**src/rtl/cnu_serial_ms.sv**
```systemverilog
// rtl/cnu_serial_ms.sv - serial min-sum LDPC check node unit (optional offset min-sum via CNU_OFFSET_EN)
module cnu_serial_ms #(
  parameter int DEG    = 6,
  parameter int W      = 8,
  parameter int OFFSET = 1
) (
  input  logic                    clk,
  input  logic                    rst_n,
  input  logic                    in_valid,
  output logic                    in_ready,
  input  logic [W-1:0]            in_data,
  output logic                    out_valid,
  input  logic                    out_ready,
  output logic [W-1:0]            out_data,
  output logic [$clog2(DEG)-1:0]  out_idx,
  output logic                    out_last
);

  localparam int CW = $clog2(DEG);
  localparam int MW = W - 1;
  localparam logic [MW-1:0] MAG_MAX = '1;

  typedef enum logic [1:0] {IDLE, ACCUM, EMIT} state_t;

  state_t          state_q;
  logic [CW-1:0]   cnt_q;
  logic [CW-1:0]   idx_q, idx_d;
  logic [MW-1:0]   min1_q, min1_d;
  logic [MW-1:0]   min2_q, min2_d;
  logic            parity_q, parity_d;
  logic [DEG-1:0]  sign_q;
  logic [W-1:0]    out_data_q;
  logic [CW-1:0]   out_idx_q;
  logic            out_valid_q, out_last_q;

  logic [MW-1:0]   mag;
  logic [W-1:0]    neg_data;
  logic            sgn;
  logic            in_fire;
  logic            last_in;
  logic [CW-1:0]   nxt_idx;

`ifndef CNU_OFFSET_EN
  logic [31:0]     unused_offset;
  assign unused_offset = OFFSET;
`endif

  // Accept input only outside EMIT and never while reset is asserted
  assign in_ready  = rst_n && (state_q != EMIT);
  assign in_fire   = in_valid && in_ready;
  assign last_in   = (state_q == ACCUM) && (cnt_q == CW'(DEG - 1));
  assign nxt_idx   = out_idx_q + CW'(1);
  assign out_valid = out_valid_q;
  assign out_data  = out_data_q;
  assign out_idx   = out_idx_q;
  assign out_last  = out_last_q;

  // Sign and saturated magnitude of the incoming message
  always_comb begin
    sgn      = in_data[W-1];
    neg_data = -in_data;
    if (!sgn)
      mag = in_data[MW-1:0];
    else if (in_data[MW-1:0] == '0)
      mag = MAG_MAX;
    else
      mag = neg_data[MW-1:0];
  end

  // Running min1/min2/index/parity including the current message
  always_comb begin
    min1_d   = min1_q;
    min2_d   = min2_q;
    idx_d    = idx_q;
    parity_d = parity_q ^ sgn;
    if (state_q == IDLE) begin
      min1_d   = mag;
      min2_d   = MAG_MAX;
      idx_d    = '0;
      parity_d = sgn;
    end else if (mag < min1_q) begin
      min2_d = min1_q;
      min1_d = mag;
      idx_d  = cnt_q;
    end else if (mag < min2_q) begin
      min2_d = mag;
    end
  end

  // Check-to-variable message for edge j: other-edge minimum with extrinsic sign
  function automatic logic [W-1:0] r_msg(input logic [CW-1:0] j, input logic [CW-1:0] id,
                                         input logic [MW-1:0] mn1, input logic [MW-1:0] mn2,
                                         input logic neg);
    logic [MW-1:0] m;
    m = (j == id) ? mn2 : mn1;
`ifdef CNU_OFFSET_EN
    m = (m > MW'(OFFSET)) ? m - MW'(OFFSET) : '0;
`endif
    return neg ? -{1'b0, m} : {1'b0, m};
  endfunction

  // Frame FSM: accumulate DEG messages, then stream DEG registered results
  always_ff @(posedge clk or negedge rst_n) begin
    if (!rst_n) begin
      state_q     <= IDLE;
      cnt_q       <= '0;
      idx_q       <= '0;
      min1_q      <= '0;
      min2_q      <= '0;
      parity_q    <= 1'b0;
      sign_q      <= '0;
      out_data_q  <= '0;
      out_idx_q   <= '0;
      out_valid_q <= 1'b0;
      out_last_q  <= 1'b0;
    end else begin
      case (state_q)
        IDLE: begin
          if (in_fire) begin
            min1_q   <= min1_d;
            min2_q   <= min2_d;
            idx_q    <= idx_d;
            parity_q <= parity_d;
            sign_q   <= {{(DEG-1){1'b0}}, sgn};
            cnt_q    <= CW'(1);
            state_q  <= ACCUM;
          end
        end
        ACCUM: begin
          if (in_fire) begin
            min1_q        <= min1_d;
            min2_q        <= min2_d;
            idx_q         <= idx_d;
            parity_q      <= parity_d;
            sign_q[cnt_q] <= sgn;
            cnt_q         <= cnt_q + CW'(1);
            if (last_in) begin
              cnt_q       <= '0;
              state_q     <= EMIT;
              out_valid_q <= 1'b1;
              out_idx_q   <= '0;
              out_last_q  <= 1'b0;
              out_data_q  <= r_msg('0, idx_d, min1_d, min2_d, parity_d ^ sign_q[0]);
            end
          end
        end
        EMIT: begin
          if (out_ready) begin
            if (out_last_q) begin
              state_q     <= IDLE;
              out_valid_q <= 1'b0;
              out_idx_q   <= '0;
              out_last_q  <= 1'b0;
              out_data_q  <= '0;
            end else begin
              out_idx_q  <= nxt_idx;
              out_last_q <= (nxt_idx == CW'(DEG - 1));
              out_data_q <= r_msg(nxt_idx, idx_q, min1_q, min2_q, parity_q ^ sign_q[nxt_idx]);
            end
          end
        end
        default: state_q <= IDLE;
      endcase
    end
  end

endmodule

```
**config.mk**
```make
export PLATFORM = sky130hd
export DESIGN_NAME = cnu_serial_ms
export DESIGN_NICKNAME = d
export VERILOG_FILES = /design/src/rtl/cnu_serial_ms.sv
export SDC_FILE = /design/constraint.sdc
export NUM_CORES = 1
export LEC_CHECK = 0
export CORE_MARGIN = 8
export CORE_UTILIZATION = 40
export DETAILED_ROUTE_END_ITERATION = 8
export SLEW_MARGIN = 20
export SYNTH_ARGS = -nofsm -noshare
export SYNTH_HDL_FRONTEND = slang
export SYNTH_SLANG_ARGS = --single-unit
```
**constraint.sdc**
```tcl
create_clock -name clk -period 4.19 [get_ports clk]
set_input_delay 0.419 -clock clk [delete_from_list [all_inputs] [get_ports clk]]
set_output_delay 0.419 -clock clk [all_outputs]
set_load 0.01 [all_outputs]
```
==> impl_metrics.json <==
{
  "status": "complete, no violations",
  "hold_viol_final": 0,
  "synth_xor_area_share_pct": 4.36,
  "slew_headroom_pct": 50.6,
  "grt-ovfl-total": 0,
  "synth_fa_ha_area_share_pct": 6.96,
  "layout_min_cycle_time_ps": 4020,
  "yosysTopAreaCellShare_pct": 30.8,
  "synth_top_family_by_area": "compound AO/OA/AOI/OAI gates",
  "initial_core_util_pct": 41.4,
  "postRouteAntennaNets": 0,
  "crit_required_ps": 4360,
  "design_area_mm2": 0.00429,
  "yosysWarnings": 0,
  "peakVddDrop_mv": 0.268,
  "first_pass_iters": 5,
  "io_buffers": 25,
  "tritoncts": "done",
  "critPathKind": "input pin to register",
  "arrival_ps": 4190,
  "hold_path_class": "input pin to async pin",
  "min_period_over_period_pct": 95.9,
  "p_per_area_mw_per_mm2": 813,
  "ios": 26,
  "fp.dieArea_mm2": 0.0118,
  "drv_slew": 0,
  "synthTopCellsByArea": "dfrtp_1 31%, ha_1 7.0%, o21ai_0 4.5%, mux2_2 4.0%, nor2_1 3.6%",
  "gp_congestion": 0.949,
  "clockRootBuffer": "clkbuf_8",
  "die_x_um": 108,
  "tightest_slew_ps": 736,
  "htree_levels": 2,
  "dp_hpwl_mm": 7.83,
  "final.setup.tns_ps": 0,
  "drive_gt1_share_pct": 23.5,
  "n_antenna_cell": 0,
  "synth-compound-area-share_pct": 28.0,
  "clk_pin_slew_ps": 80,
  "antenna_found_initial": 0,
  "place_area_mm2": 0.00408,
  "cts_sinks": 42,
  "synth-simple-area-share_pct": 19.0,
  "via_per_inst": 5.79,
  "synth-edff-count": 0,
  "synth_mux_area_share_pct": 5.79,
  "cp_max_fo": 5,
  "netlist_instances": 404,
  "grt_pass1_vias": 3103,
  "synth_area_per_cell_um2": 8.45,
  "start_kind": "input pin",
  "core-area_mm2": 0.00826,
  "fmax_mhz": 249,
  "ctsHoldBuffers": 0,
  "worstSkewPairLatency_ps": 300,
  "ys_ff_latch": 42,
  "yosysUniqueCellTypes": 62,
  "vias": 3347,
  "seq_area_frac_synth_pct": 30.8,
  "synthToLayoutAreaGrowth_pct": 25.7,
  "initialDrtViolationCount": 145,
  "p_leak_nw": 1.87,
  "grt_use_total_pct": 17.5,
  "yosys-top-cells-count": "42 x dfrtp_1, 33 x nor2_1, 32 x nand2_1",
  "fin_nets": 503,
  "yosysTopAreaCell": "dfrtp_1",
  "hold_ws_ps": 269,
  "fp.dieH_um": 108,
  "routed_wirelength_mm": 10.1,
  "num_rows": 33,
  "wl_per_cell_um": 17.5,
  "grt_max_degree": 44,
  "drv_cap": 0,
  "grt_pass1_wl_mm": 16.5,
  "synth_area_mm2": 0.00342,
  "yosysMostFrequentCell": "dfrtp_1",
  "synth_nets": 435,
  "cts_buffer_depth": 2,
  "crit_path_end_kind": "register",
  "synth_ff_type": "dfrtp_1",
  "setup_violations": 0,
  "numCtsBuffers": 5,
  "skew_ps": 8.30,
  "drcViolationCount": 0,
  "async_flop_share_pct": 100
}
-- flip-flops by register name (all words and copies together), names as in the netlist --
| signal | count |
|---|---|
| min2_q | 7 |
| sign_q | 6 |
| state_q | 2 |
| idx_q | 3 |
| out_valid | 1 |
| out_idx | 3 |
| parity_q | 1 |
| min1_q | 7 |
| out_data | 8 |
| cnt_q | 3 |
| out_last | 1 |
-- repair_timing --
| item | 4_1_cts | 5_1_grt |
|---|---|---|
| gates resized for setup | 0 | 24 |
| setup endpoints to repair | 0 | 7 |
| setup buffers | 0 | 5 |
-- per-layer routing --
layer / vias up / track usage, % / wire length [um]
li1: 1629 / - / -
met1: 1605 / 24.0 / 4660
met2: 93 / 27.9 / 4790
met3: 20 / 2.50 / 493
met4: 0 / 4.99 / 189
met5: - / 0 / 0
-- worst paths after layout --
path / to / startpoint / slack (ps) / cells after the start
max in group asynchronous: min2_q[1]$_DFFE_PN0P_ / rst_n / 3520 / 2
min: min1_q[6]$_DFFE_PN0P_ / rst_n / 270 / 2
max: out_data[4]$_DFFE_PN0P_ / in_data[0] / 170 / 18
min reg2reg: out_data[2]$_DFFE_PN0P_ / out_data[2]$_DFFE_PN0P_ / 500 / 2
min in group clk: out_data[2]$_DFFE_PN0P_ / out_data[2]$_DFFE_PN0P_ / 500 / 2
max reg2reg: out_data[6]$_DFFE_PN0P_ / out_idx[0]$_DFFE_PN0P_ / 860 / 11
-- where the power goes --
part / total [mW] / internal, mW / switching (mW)
clock network: 0.267 / 0.118 / 0.149
registers: 0.810 / 0.580 / 0.231
logic: 2.41 / 1.13 / 1.28
total: 3.49 / 1.83 / 1.66
-- kinds of logic (layout without fill, tap and decap cells) --
family | after synthesis | in the layout
and+or+nand+nor | 130 | 130
AOI/OAI and AO/OA | 135 | 135
xor gates and xnor gates | 17 | 17
muxes | 17 | 17
buffers and inverters | 44 | 113
adders and majority gates | 19 | 19
DFF | 42 | 42
-- worst max-delay path, stage by stage --
cell and delay, ps:
clkdlybuf4s50_1 500, inv_1 70, ha_1 240, or3_1 310
nand3_1 210, ha_1 290, a211oi_1 360, a211oi_2 130
buf_4 180, o21ai_0 300, a31oi_1 160, a21oi_2 180
ha_1 180, nand2_1 70, a31oi_2 180, a21oi_1 110
xor2_1 210, o21ai_1 80
-- stage by stage --
stage | std cells | worst slack (ps) | utilization, % | power (mW)
4_1_cts | 573 | 121 | 50.5 | 3.36
5_1_grt | 578 | -74.0 | 52.0 | 3.78
6_report | 578 | 170 | 52.0 | 3.49
3_3_place_gp | 565 | -150 | 49.4 | 3.08
2_1_floorplan | 404 | 433 | - | 2.28
3_5_place_dp | 565 | -184 | 49.4 | 3.08
-- layout make-up --
cell class | count | area [um2]
flip-flops and latches | 42 | 1050
repair buffers | 79 | 651
well taps | 105 | 131
multi-input cells | 318 | 2280
clock inverters | 2 | 13.8
clock buffers | 6 | 72.6
inverters | 26 | 97.6
fillers | 791 | 3970
-- cell usage in the layout (no fill, tap or decap), types with 4 or more instances in the layout --
cell / count
a211oi_1: 8
a211oi_2: 4
a21oi_1: 21
a22o_1: 12
a31oi_1: 10
a31oi_2: 4
buf_4: 54
clkbuf_8: 5
clkdlybuf4s50_1: 24
dfrtp_1: 42
ha_1: 19
inv_1: 24
mux2_2: 12
mux2i_1: 4
nand2_1: 32
nand3_1: 12
nand4_1: 5
nor2_1: 31
nor3_1: 17
o211ai_1: 4
o21a_1: 6
o21ai_0: 27
o21ai_1: 8
or3_1: 8
xnor2_1: 8
xor2_1: 9
No activity file was read; power rests on OpenSTA's default activity.
